[src/rtl/cpu_pkg.sv]
// cpu_pkg: opcodes, FSM states, halt causes and ALU function codes shared by cpu_mc
package cpu_pkg;
    localparam logic [6:0] OP_LUI    = 7'b0110111;
    localparam logic [6:0] OP_AUIPC  = 7'b0010111;
    localparam logic [6:0] OP_JAL    = 7'b1101111;
    localparam logic [6:0] OP_JALR   = 7'b1100111;
    localparam logic [6:0] OP_BRANCH = 7'b1100011;
    localparam logic [6:0] OP_LOAD   = 7'b0000011;
    localparam logic [6:0] OP_STORE  = 7'b0100011;
    localparam logic [6:0] OP_IMM    = 7'b0010011;
    localparam logic [6:0] OP_REG    = 7'b0110011;
    localparam logic [6:0] OP_SYSTEM = 7'b1110011;

    typedef enum logic [1:0] {S_FETCH, S_EXEC, S_MEM, S_HALT} state_t;

    localparam logic [1:0] HC_NONE     = 2'b00;
    localparam logic [1:0] HC_ILLEGAL  = 2'b01;
    localparam logic [1:0] HC_MISALIGN = 2'b10;
    localparam logic [1:0] HC_ECALL    = 2'b11;

    // ALU function code is {funct7[5], funct3}
    localparam logic [3:0] ALU_ADD  = 4'b0000;
    localparam logic [3:0] ALU_SUB  = 4'b1000;
    localparam logic [3:0] ALU_SLL  = 4'b0001;
    localparam logic [3:0] ALU_SLT  = 4'b0010;
    localparam logic [3:0] ALU_SLTU = 4'b0011;
    localparam logic [3:0] ALU_XOR  = 4'b0100;
    localparam logic [3:0] ALU_SRL  = 4'b0101;
    localparam logic [3:0] ALU_SRA  = 4'b1101;
    localparam logic [3:0] ALU_OR   = 4'b0110;
    localparam logic [3:0] ALU_AND  = 4'b0111;

    function automatic logic [31:0] alu(input logic [3:0] op, input logic [31:0] a, input logic [31:0] b);
        case (op)
            ALU_ADD:  return a + b;
            ALU_SUB:  return a - b;
            ALU_SLL:  return a << b[4:0];
            ALU_SLT:  return {31'b0, $signed(a) < $signed(b)};
            ALU_SLTU: return {31'b0, a < b};
            ALU_XOR:  return a ^ b;
            ALU_SRL:  return a >> b[4:0];
            ALU_SRA:  return 32'($signed(a) >>> b[4:0]);
            ALU_OR:   return a | b;
            ALU_AND:  return a & b;
            default:  return a + b;
        endcase
    endfunction
endpackage

[src/rtl/cpu_mc_if.sv]
// cpu_mc_if: instruction and data memory request/valid bus of cpu_mc
interface cpu_mc_if;
    logic [31:0] iaddr, idata, daddr, dwdata, drdata;
    logic        ireq, ivalid, dreq, dvalid;
    logic [3:0]  dwe;
    modport master (output iaddr, ireq, daddr, dwdata, dwe, dreq, input idata, ivalid, drdata, dvalid);
    modport slave  (input iaddr, ireq, daddr, dwdata, dwe, dreq, output idata, ivalid, drdata, dvalid);
endinterface

[src/rtl/cpu_mc_regfile_n.sv]
// regfile_n: NREGS x 32 register file, two combinational reads, one synchronous write, x0 stays zero
module regfile_n #(
    parameter int NREGS = 32
) (
    input  logic                     clk,
    input  logic                     reset,
    input  logic [$clog2(NREGS)-1:0] ra1,
    input  logic [$clog2(NREGS)-1:0] ra2,
    input  logic [$clog2(NREGS)-1:0] wa,
    input  logic                     we,
    input  logic [31:0]              wd,
    output logic [31:0]              rd1,
    output logic [31:0]              rd2
);
    logic [31:0] regs [NREGS];
    assign rd1 = regs[ra1];
    assign rd2 = regs[ra2];
    // Clear everything on reset; x0 is never written so it always reads zero
    always_ff @(posedge clk)
        if (!reset) for (int i = 0; i < NREGS; i++) regs[i] <= '0;
        else if (we && wa != '0) regs[wa] <= wd;
endmodule

[src/rtl/cpu_mc.sv]
// cpu_mc: multi-cycle RV32I/RV32E core; define CPU_MC_MISALIGN_TRAP_EN to trap misaligned accesses/targets
module cpu_mc import cpu_pkg::*; #(
    parameter logic [31:0] RESET_VECTOR = 32'h0000_0000,
    parameter int          NREGS        = 32
) (
    input  logic           clk,
    input  logic           reset,
    cpu_mc_if.master       bus,
    output logic           retire,
    output logic           halted,
    output logic [1:0]     halt_cause
);
    localparam int AW = $clog2(NREGS);
    state_t      state;
    logic [31:0] pc, ir, daddr, dwdata;
    logic [3:0]  dwe;
    logic        ireq, dreq;
    assign bus.iaddr  = pc;
    assign bus.ireq   = ireq;
    assign bus.daddr  = daddr;
    assign bus.dwdata = dwdata;
    assign bus.dwe    = dwe;
    assign bus.dreq   = dreq;

    logic [6:0]  opc, f7;
    logic [4:0]  rd, rs1, rs2;
    logic [2:0]  f3;
    logic [31:0] imm_i, imm_s, imm_b, imm_u, imm_j, rv1, rv2, ea, ea_al, npc, wb_exec, st_data, ld_sh, ld_val, wd;
    logic [3:0]  st_we;
    logic        is_load, is_store, is_mem, uses_rs1, uses_rs2, uses_rd, legal, is_sys, bad_idx, taken, misalign, we;
    logic [1:0]  cause;

    assign opc   = ir[6:0];
    assign rd    = ir[11:7];
    assign f3    = ir[14:12];
    assign rs1   = ir[19:15];
    assign rs2   = ir[24:20];
    assign f7    = ir[31:25];
    assign imm_i = {{20{ir[31]}}, ir[31:20]};
    assign imm_s = {{20{ir[31]}}, ir[31:25], ir[11:7]};
    assign imm_b = {{19{ir[31]}}, ir[31], ir[7], ir[30:25], ir[11:8], 1'b0};
    assign imm_u = {ir[31:12], 12'b0};
    assign imm_j = {{11{ir[31]}}, ir[31], ir[19:12], ir[20], ir[30:21], 1'b0};

    regfile_n #(.NREGS(NREGS)) u_rf (
        .clk(clk), .reset(reset), .ra1(ir[15 +: AW]), .ra2(ir[20 +: AW]), .wa(ir[7 +: AW]),
        .we(we), .wd(wd), .rd1(rv1), .rd2(rv2)
    );

    assign is_load  = opc == OP_LOAD;
    assign is_store = opc == OP_STORE;
    assign is_mem   = is_load || is_store;
    assign is_sys   = opc == OP_SYSTEM && (ir[31:7] == 25'h0 || ir[31:7] == 25'h0002000);
    assign uses_rs1 = !(opc == OP_LUI || opc == OP_AUIPC || opc == OP_JAL);
    assign uses_rs2 = opc == OP_BRANCH || is_store || opc == OP_REG;
    assign uses_rd  = !(opc == OP_BRANCH || is_store || opc == OP_SYSTEM);
    assign bad_idx  = (uses_rs1 && 32'(rs1) >= NREGS) || (uses_rs2 && 32'(rs2) >= NREGS) || (uses_rd && 32'(rd) >= NREGS);

    // Opcode and funct3/funct7 legality
    always_comb begin
        legal = 1'b0;
        case (opc)
            OP_LUI, OP_AUIPC, OP_JAL: legal = 1'b1;
            OP_JALR:   legal = f3 == 3'b000;
            OP_BRANCH: legal = f3[2:1] != 2'b01;
            OP_LOAD:   legal = f3 != 3'b011 && f3[2:1] != 2'b11;
            OP_STORE:  legal = !f3[2] && f3[1:0] != 2'b11;
            OP_IMM:    legal = f3 == 3'b001 ? f7 == 7'h00 : f3 == 3'b101 ? (f7 & 7'b1011111) == 7'h00 : 1'b1;
            OP_REG:    legal = f7 == 7'h00 || (f7 == 7'h20 && (f3 == 3'b000 || f3 == 3'b101));
            OP_SYSTEM: legal = is_sys;
            default:   legal = 1'b0;
        endcase
    end

    assign taken   = (f3[2] ? (f3[1] ? rv1 < rv2 : $signed(rv1) < $signed(rv2)) : rv1 == rv2) ^ f3[0];
    assign npc     = opc == OP_JAL ? pc + imm_j : opc == OP_JALR ? (rv1 + imm_i) & ~32'd1 :
                     opc == OP_BRANCH && taken ? pc + imm_b : pc + 32'd4;
    assign wb_exec = opc == OP_LUI ? imm_u : opc == OP_AUIPC ? pc + imm_u :
                     opc == OP_JAL || opc == OP_JALR ? pc + 32'd4 :
                     alu({(opc == OP_REG || f3 == 3'b101) && f7[5], f3}, rv1, opc == OP_REG ? rv2 : imm_i);
    assign ea      = rv1 + (is_store ? imm_s : imm_i);
`ifdef CPU_MC_MISALIGN_TRAP_EN
    assign ea_al    = ea;
    assign misalign = (is_mem && (f3[1:0] == 2'b01 ? ea[0] : f3[1:0] == 2'b10 ? |ea[1:0] : 1'b0)) ||
                      ((opc == OP_JAL || opc == OP_JALR || (opc == OP_BRANCH && taken)) && npc[1]);
`else
    assign ea_al    = f3[1] ? {ea[31:2], 2'b00} : f3[0] ? {ea[31:1], 1'b0} : ea;
    assign misalign = 1'b0;
`endif
    assign cause   = !legal || bad_idx ? HC_ILLEGAL : is_sys ? HC_ECALL : misalign ? HC_MISALIGN : HC_NONE;
    assign st_we   = f3[1] ? 4'b1111 : f3[0] ? 4'b0011 << ea_al[1:0] : 4'b0001 << ea_al[1:0];
    assign st_data = rv2 << {ea_al[1:0], 3'b000};
    assign ld_sh   = bus.drdata >> {daddr[1:0], 3'b000};
    assign ld_val  = f3[1:0] == 2'b00 ? {{24{!f3[2] && ld_sh[7]}}, ld_sh[7:0]} :
                     f3[1:0] == 2'b01 ? {{16{!f3[2] && ld_sh[15]}}, ld_sh[15:0]} : ld_sh;
    assign we      = (state == S_EXEC && cause == HC_NONE && !is_mem && uses_rd) ||
                     (state == S_MEM && dreq && bus.dvalid && is_load);
    assign wd      = state == S_MEM ? ld_val : wb_exec;

    // Control FSM with registered bus and status outputs
    always_ff @(posedge clk) begin
        if (!reset) begin
            state      <= S_FETCH;
            pc         <= RESET_VECTOR;
            ir         <= '0;
            ireq       <= 1'b0;
            dreq       <= 1'b0;
            dwe        <= '0;
            daddr      <= '0;
            dwdata     <= '0;
            retire     <= 1'b0;
            halted     <= 1'b0;
            halt_cause <= HC_NONE;
        end else begin
            retire <= 1'b0;
            case (state)
                S_FETCH: begin
                    if (ireq && bus.ivalid) begin
                        ir    <= bus.idata;
                        ireq  <= 1'b0;
                        state <= S_EXEC;
                    end else ireq <= 1'b1;
                end
                S_EXEC: begin
                    if (cause != HC_NONE) begin
                        halted     <= 1'b1;
                        halt_cause <= cause;
                        state      <= S_HALT;
                    end else if (is_mem) begin
                        daddr  <= ea_al;
                        dwdata <= st_data;
                        dwe    <= is_store ? st_we : 4'b0000;
                        dreq   <= 1'b1;
                        state  <= S_MEM;
                    end else begin
                        pc     <= npc;
                        retire <= 1'b1;
                        ireq   <= 1'b1;
                        state  <= S_FETCH;
                    end
                end
                S_MEM: begin
                    if (dreq && bus.dvalid) begin
                        dreq   <= 1'b0;
                        dwe    <= '0;
                        pc     <= pc + 32'd4;
                        retire <= 1'b1;
                        ireq   <= 1'b1;
                        state  <= S_FETCH;
                    end
                end
                default: begin
                    ireq <= 1'b0;
                    dreq <= 1'b0;
                    dwe  <= '0;
                end
            endcase
        end
    end
endmodule

[src/flat_wrapper.sv]
// flat-port wrapper written by rule: the top's interface ports become plain ports
module cpu_mc_flat import cpu_pkg::*;
#(
    parameter logic [31:0] RESET_VECTOR = 32'h0000_0000,
    parameter int          NREGS        = 32
)
  (clk, reset, retire, halted, halt_cause, bus_iaddr, bus_ireq, bus_daddr, bus_dwdata, bus_dwe, bus_dreq, bus_idata, bus_ivalid, bus_drdata, bus_dvalid);
  cpu_mc_if bus_i ();
  input  logic clk;
  input  logic reset;
  output logic retire;
  output logic halted;
  output logic [1:0] halt_cause;
  output wire logic [$bits(bus_i.iaddr)-1:0] bus_iaddr;
  output wire logic [$bits(bus_i.ireq)-1:0] bus_ireq;
  output wire logic [$bits(bus_i.daddr)-1:0] bus_daddr;
  output wire logic [$bits(bus_i.dwdata)-1:0] bus_dwdata;
  output wire logic [$bits(bus_i.dwe)-1:0] bus_dwe;
  output wire logic [$bits(bus_i.dreq)-1:0] bus_dreq;
  input wire logic [$bits(bus_i.idata)-1:0] bus_idata;
  input wire logic [$bits(bus_i.ivalid)-1:0] bus_ivalid;
  input wire logic [$bits(bus_i.drdata)-1:0] bus_drdata;
  input wire logic [$bits(bus_i.dvalid)-1:0] bus_dvalid;
  assign bus_iaddr = bus_i.iaddr;
  assign bus_ireq = bus_i.ireq;
  assign bus_daddr = bus_i.daddr;
  assign bus_dwdata = bus_i.dwdata;
  assign bus_dwe = bus_i.dwe;
  assign bus_dreq = bus_i.dreq;
  assign bus_i.idata = bus_idata;
  assign bus_i.ivalid = bus_ivalid;
  assign bus_i.drdata = bus_drdata;
  assign bus_i.dvalid = bus_dvalid;
  cpu_mc #(.RESET_VECTOR(RESET_VECTOR), .NREGS(NREGS)) u_core (.clk(clk), .reset(reset), .bus(bus_i), .retire(retire), .halted(halted), .halt_cause(halt_cause));
endmodule
[config.mk]
export PLATFORM = sky130hd
export DESIGN_NAME = cpu_mc_flat
export DESIGN_NICKNAME = d
export VERILOG_FILES = /design/src/rtl/cpu_pkg.sv /design/src/rtl/cpu_mc_if.sv /design/src/rtl/cpu_mc_regfile_n.sv /design/src/rtl/cpu_mc.sv /design/src/flat_wrapper.sv
export SDC_FILE = /design/constraint.sdc
export NUM_CORES = 2
export LEC_CHECK = 0
export CELL_PAD_IN_SITES_DETAIL_PLACEMENT = 1
export CELL_PAD_IN_SITES_GLOBAL_PLACEMENT = 2
export CORE_MARGIN = 3
export CORE_UTILIZATION = 25
export CTS_BUF_LIST = sky130_fd_sc_hd__clkbuf_4
export DETAILED_ROUTE_END_ITERATION = 10
export GPL_TIMING_DRIVEN = 0
export PLACE_DENSITY = 0.5
export SYNTH_ARGS = -nofsm -noshare
export SYNTH_HDL_FRONTEND = slang
export SYNTH_HIERARCHICAL = 1
export SYNTH_SLANG_ARGS = --single-unit
[constraint.sdc]
create_clock -name clk -period 8 [get_ports clk]
set_input_delay 0.8 -clock clk [delete_from_list [all_inputs] [get_ports clk]]
set_output_delay 0.8 -clock clk [all_outputs]
set_load 0.01 [all_outputs]
# After elaboration in Yosys (flattened, before gate mapping)
# Memory sizes are Yosys's and may differ from the RTL's. A register that Yosys moved wholly into a read port is not among the register bits.
# Index checks and enable logic that the tools add are counted.
[word_totals] register_bits=140 mem_bits_rw=1024 output_inout_bits=106 memories=1
[op_classes] n_addsub=8 magnitude_cmp=4 eq_ne=36 n_shift=7 mux=61 bitwise_logic=6 reduce_logical=49
[mem_list] name="u_core.u_rf.regs" words=32 width=32 rd=2 rd_clocked_by_memory_dff=2 write_ports=32 line="cpu_mc_regfile_n.sv:15" text="logic [31:0] regs [NREGS];"
[ops] cell="2-to-1 mux 32 bit" count=14
[ops] cell="case mux 32 bit (9 select lines)" count=1
[ops] cell="adder 32 bit" count=6
[ops] cell="< comparator 32 bit" count=4
[ops] cell="case mux 32 bit (2 select lines)" count=1
[ops] cell="left shift 32 x 5 -> 32 bit" count=2
[ops] cell=">> shifter 32 x 5 -> 32 bit" count=2
[ops] cell="adder 32 x 3 -> 32 bit, second input constant" count=1
[ops] cell="bitwise AND 32 bit" count=1
[ops] cell="== test 32 bit" count=1
[ops] cell="OR 32 bit" count=1
[ops] cell="OR reduction 32 bit" count=1
[ops] cell=">>> shifter 32 x 5 -> 32 bit" count=1
[ops] cell="subtractor 32 bit" count=1
[ops] cell="bitwise XOR 32 bit" count=1
[ops] cell="2-to-1 mux 5 bit" count=6
[ops] cell="== test 7 x 6 -> 1 bit, second input constant" count=4
[ops] cell="== test 7 bit, second input constant" count=4
[ops] cell="== test 25 x 14 -> 1 bit, second input constant" count=1
[ops] cell="zero test 25 bit" count=1
[ops] cell="2-to-1 mux 4 bit" count=6
[ops] cell="2-to-1 mux 1 bit" count=20
[ops] cell="logical AND 1 bit" count=17
[ops] cell="== test 4 x 3 -> 1 bit, second input constant" count=4
[ops] cell="34 further kinds" count=70

# Logic depth before layout (Yosys ltp)
[logic_depth] word_depth=17 ltp_mapped=28 depth_no_buf=21

# By module
# Netlist, hierarchy kept.
[by_module_without_submodules] module="regfile_n" n_inst=1 cells_per_inst=4609 area_per_inst_um2=55639.6
[by_module_without_submodules] module="cpu_mc" n_inst=1 cells_per_inst=3905 area_per_inst_um2=26035.0

# Worst setup path after synthesis
# OpenSTA, ideal clock, no wires.
[synth_timing] path_kind="reg-to-reg" from="register u_core.ir[21]" to="memory u_core.u_rf.regs[12][30], data pin" setup_time_ns=0.255 arrival_ns=5.964 path_slack_ns=1.781 path_stages_with_launch=28 period_less_slack_ns=6.219 path_cell_list="dfxtp_1 > buf_2 > buf_4 > buf_2 > buf_2 > mux2i_1 > nand2_1 > nand3_1 > nand3_1 > nand3_1 > and2_1 > clkinv_1 > clkbuf_1 > clkbuf_1 > buf_1 > ha_1 > o211ai_1 > a21oi_1 > o41a_1 > a21oi_1 > o21ai_1 > a311oi_1 > o31ai_1 > mux2_2 > o2111ai_1 > a221o_1 > clkbuf_1 > and2_1"
[synth_rtl] item="start: declaration" line="cpu_mc.sv:15" text="logic [31:0] pc, ir, daddr, dwdata;"
[synth_rtl] item="start signal: assignment" line="cpu_mc.sv:119" text="ir <= bus.idata;"
[synth_rtl] item="end: declaration" line="cpu_mc_regfile_n.sv:15"

==> implementation parameters <==
Parameter                              Value

Placement
  Gp weighted congestion    between 1 and 1.5
  Count of buffers from port buffering    about 170
  Placed cell count    about 13,000
  Dpl hpwl    434,000 um
  Post-DP Area    roughly 90,000 um^2
  Post-Place Setup Slack    -5.24 ns

Cells and area
  Commonest non-fill, non-tap cells in the layout    mux2i_1 (1,088), edfxtp_1 (1,024), and2_1 (1,019)
  Layout overhead on the synthesized area    19.2%
  Storage element area    ~34,000 um^2
  Layout fillers    37,100
  Commonest non-fill, non-tap cell in the layout    mux2i_1
  Share of cells above drive strength 1    a little over an eighth
  Post-route standard cell area excluding fillers    97,300 um^2
  Final Util    ~30%
  Final Non-Filler Cells    13,800
  Multi-input combinational cell area    between 40,000 and 50,000 um^2
  # nets final    9,479

Synth
  XOR/XNOR share of the synthesized area    around 1.8%
  Post-synthesis compound-gate area fraction    about 17%
  Number of different library cells in the post-synthesis netlist    roughly 120
  Synthesized area divided by synthesized cell count    approximately 9.6 um^2
  Register bit total from synthesis    approximately 1,200
  Largest family of logic cells by synthesized area    simple AND/OR/NAND/NOR gates
  Post-Syn Area    between 80,000 and 90,000 um^2
  Synthesized-area fraction occupied by adder cells    between 3 and 4%
  Number of enable flip-flop cells after synthesis    1,024
  Async set-reset flop share out of synthesis    0%
  Post-synthesis cell count    approximately 8,500
  Mux share of post-synthesis cell area    roughly 14%
  Sequential element share of the synthesized area    between 40% and 50%
  Most common flop cell mapped by yosys    edfxtp_1
  Simple-gate area share of the yosys netlist    between 10% and 20%
  Synth warn    6

Setup path
  Startpoint type of the worst setup path    flop
  WP data required    approximately 9.1 ns
  Register-to-register setup slack    -0.20 ns
  Critical Path Fanout Max    10
  Data arrival at the endpoint of the critical path    9.26 ns
  End of the worst register-to-register path    u_core/u_rf/regs[6][9]
  Type of element capturing the critical path    flop
  WS Path Type    reg2reg
  Worst R2R Start    u_core/ir[20]
  Depth of the worst register-to-register path    24
  Worst setup path start    u_core/ir[20]
  Endpoint of the worst setup timing path    u_core/u_rf/regs[6][9]

Power
  Overall power of the completed layout    between 30 and 40 mW
  Pwr/cell area    between 300 and 400 nW/um^2
  Worst IR Drop VDD    0.243 mV
  Leakage power figure    about 34 nW

Clock network
  Clock net sink count    approximately 1,200
  CTS max path bufs    4
  TritonCTS clock tree    yes
  Cts bufs inserted    360
  Source-to-sink clock delay at the later pin of the worst-skew pair    1.38 ns
  Worst-path clk slew    ~0.06 ns
  Clk root buf    clkbuf_4
  Deepest level of the CTS H-tree    5

Run
  Max-capacitance violation count    4

STA
  Clock tree skew after final layout    0.163 ns
  Setup TNS    -12.62 ns
  Max-slew headroom    -15.3%
  Tightest Pin Transition    1.72 ns
  Number of endpoints with negative hold slack in the final report    0
  Max Freq    between 100 and 150 MHz
  Worst path setup slack after routing    -0.199 ns
  Final setup violation count    207
  Number of pins with negative max-slew slack in the final report    18
  Minimum period implied by the final worst setup slack    8.20 ns
  Hold Worst Slack    ~0.17 ns
  Share of the cycle needed by the critical path after routing    102%

GRT
  Sum of overflow across all layers after global routing    0
  Antenna violations before repair    99
  First-pass GRT wire length    725,000 um
  Via count of the first global-routing pass    78,000
  Largest net degree at the start of global routing    22
  Overall fraction of global-route tracks in use    about a third

Die
  Number of standard-cell rows in the floorplan    between 200 and 250
  Initial Util    about a quarter
  Die Footprint    between 300,000 and 400,000 um^2
  Die X    578 um
  Area of the core    between 300,000 and 400,000 um^2
  Height of the chip    578 um
  Top Ports    around 170

Route
  Residual antenna-violating net count after detailed routing    0
  1st-pass router iterations    5
  Vias post-DR    around 79,000
  Number of DRC markers after the initial detailed-route iteration    9,827
  WL/cell    ~40 um
  Mean number of vias per cell    between 5 and 6
  Post-route DRC    0
  Total wire length    approximately 550,000 um

Run status
  Violated checks    capacitance limit, slew limit, setup timing
  Run status    finished, violations left

Hold path
  Type of the most critical hold path    in2reg
[how the worst min path moves through the flow]
stage                               from                   end  slack, ns  cells after the start
floorplan                  u_core/ir[16]         u_core/ir[16]       0.47                      2
detailed placement  u_core/bus.daddr[20]  u_core/bus.daddr[20]       0.45                      2
finish                     bus_idata[16]         u_core/ir[16]       0.17                      3
global route               bus_idata[18]         u_core/ir[18]       0.07                      3
global placement    u_core/bus.dwdata[1]  u_core/bus.dwdata[1]       0.45                      2
CTS                        bus_idata[16]         u_core/ir[16]      0.003                      3
[cells by family (layout without fill, tap and decap cells)]
family	Yosys count	after routing
flops	1163	1163
buf+inv	914	1816
fa+ha+maj	222	222
simple gates	2806	2806
mux	1123	1123
compound gates	2113	2113
other cells	2	56
xor+xnor	171	171
[worst max-delay path, cell delays in order (launching register included)]
cell,delay [ns]
dfxtp_2,0.52
nor2_1,0.11
clkbuf_2,0.47
clkbuf_2,0.40
a22oi_1,0.32
nand3_1,0.33
nand3_4,0.36
nand3_1,0.19
and2_2,0.30
inv_1,0.15
clkbuf_2,0.36
clkbuf_4,0.38
ha_1,0.37
nor2_1,0.08
o31a_1,0.27
nor3_2,0.28
o21ai_0,0.19
nand2b_1,0.19
xnor2_1,0.19
nor3_1,0.70
o21ai_1,0.36
a21oi_2,0.46
a31oi_4,0.19
clkbuf_2,0.43
and2_1,0.25
[layer usage]
| metal | vias up | global-route usage (%) | part of all wire (%) |
|---|---|---|---|
| li1 | 32900 | - | - |
| met1 | 41800 | 47.0 | 47 |
| met2 | 3705 | 46.8 | 42 |
| met3 | 673 | 5.74 | 7.9 |
| met4 | 18 | 11.2 | 3.9 |
| met5 | - | 0 | 0.024 |
[area by class of cell]
type,instances,share of cell area [%]
Inverter,171,0.667
Timing Repair Buffer,289,3.79
Clock buffer,511,3.94
Multi-Input combinational cell,6468,47.1
Buffer,736,3.76
Sequential cell,1163,34.5
Tap cell,4325,5.56
Antenna cell,23,0.0591
Clock inverter,109,0.625
[sequential cells by signal, indices dropped and copies added, names as in the netlist]
signal             flops
u_core/bus.daddr      32
u_core/bus.dreq        1
u_core/bus.dwdata     32
u_core/bus.dwe         4
u_core/bus.iaddr      31
u_core/bus.ireq        1
u_core/halt_cause      2
u_core/halted          1
u_core/ir             32
u_core/retire          1
u_core/state           2
u_core/u_rf/regs    1024
[synthesized netlist by cell type, drive strengths merged (80+ instances only)]
library cell	count	area, um^2
xnor2	111	972
nand3	345	1750
dfxtp	139	2780
inv	168	633
and2	1020	6380
nand2	668	2510
clkbuf	502	1910
a21oi	612	3070
o21ai	346	1750
o211ai	80	621
nor2	360	1390
a21o	98	736
buf	241	1380
a22oi	220	1650
nor3	170	877
a31oi	126	813
mux2i	1089	10900
ha	216	2700
a211oi	125	966
edfxtp	1024	30700
a22o	132	1160
[report_power, final]
part / leakage, nW / internal [mW] / switching, mW / total [mW]
Combinational: 19.9 / 4.21 / 13.8 / 18.0
Clock: 2.62 / 3.08 / 2.99 / 6.07
Sequential: 11.7 / 6.84 / 0.472 / 7.31
[repair_timing]
| item | CTS | global route |
|---|---|---|
| resized for setup | 313 | 103 |
| setup buffers | 12 | 7 |
| hold buffers | 16 | 0 |
| hold endpoints to repair | 16 | 0 |
| endpoints found under the setup margin | 1060 | 744 |
| pin swaps | 15 | 3 |
Note: power is estimated with default switching activity, not from simulation.
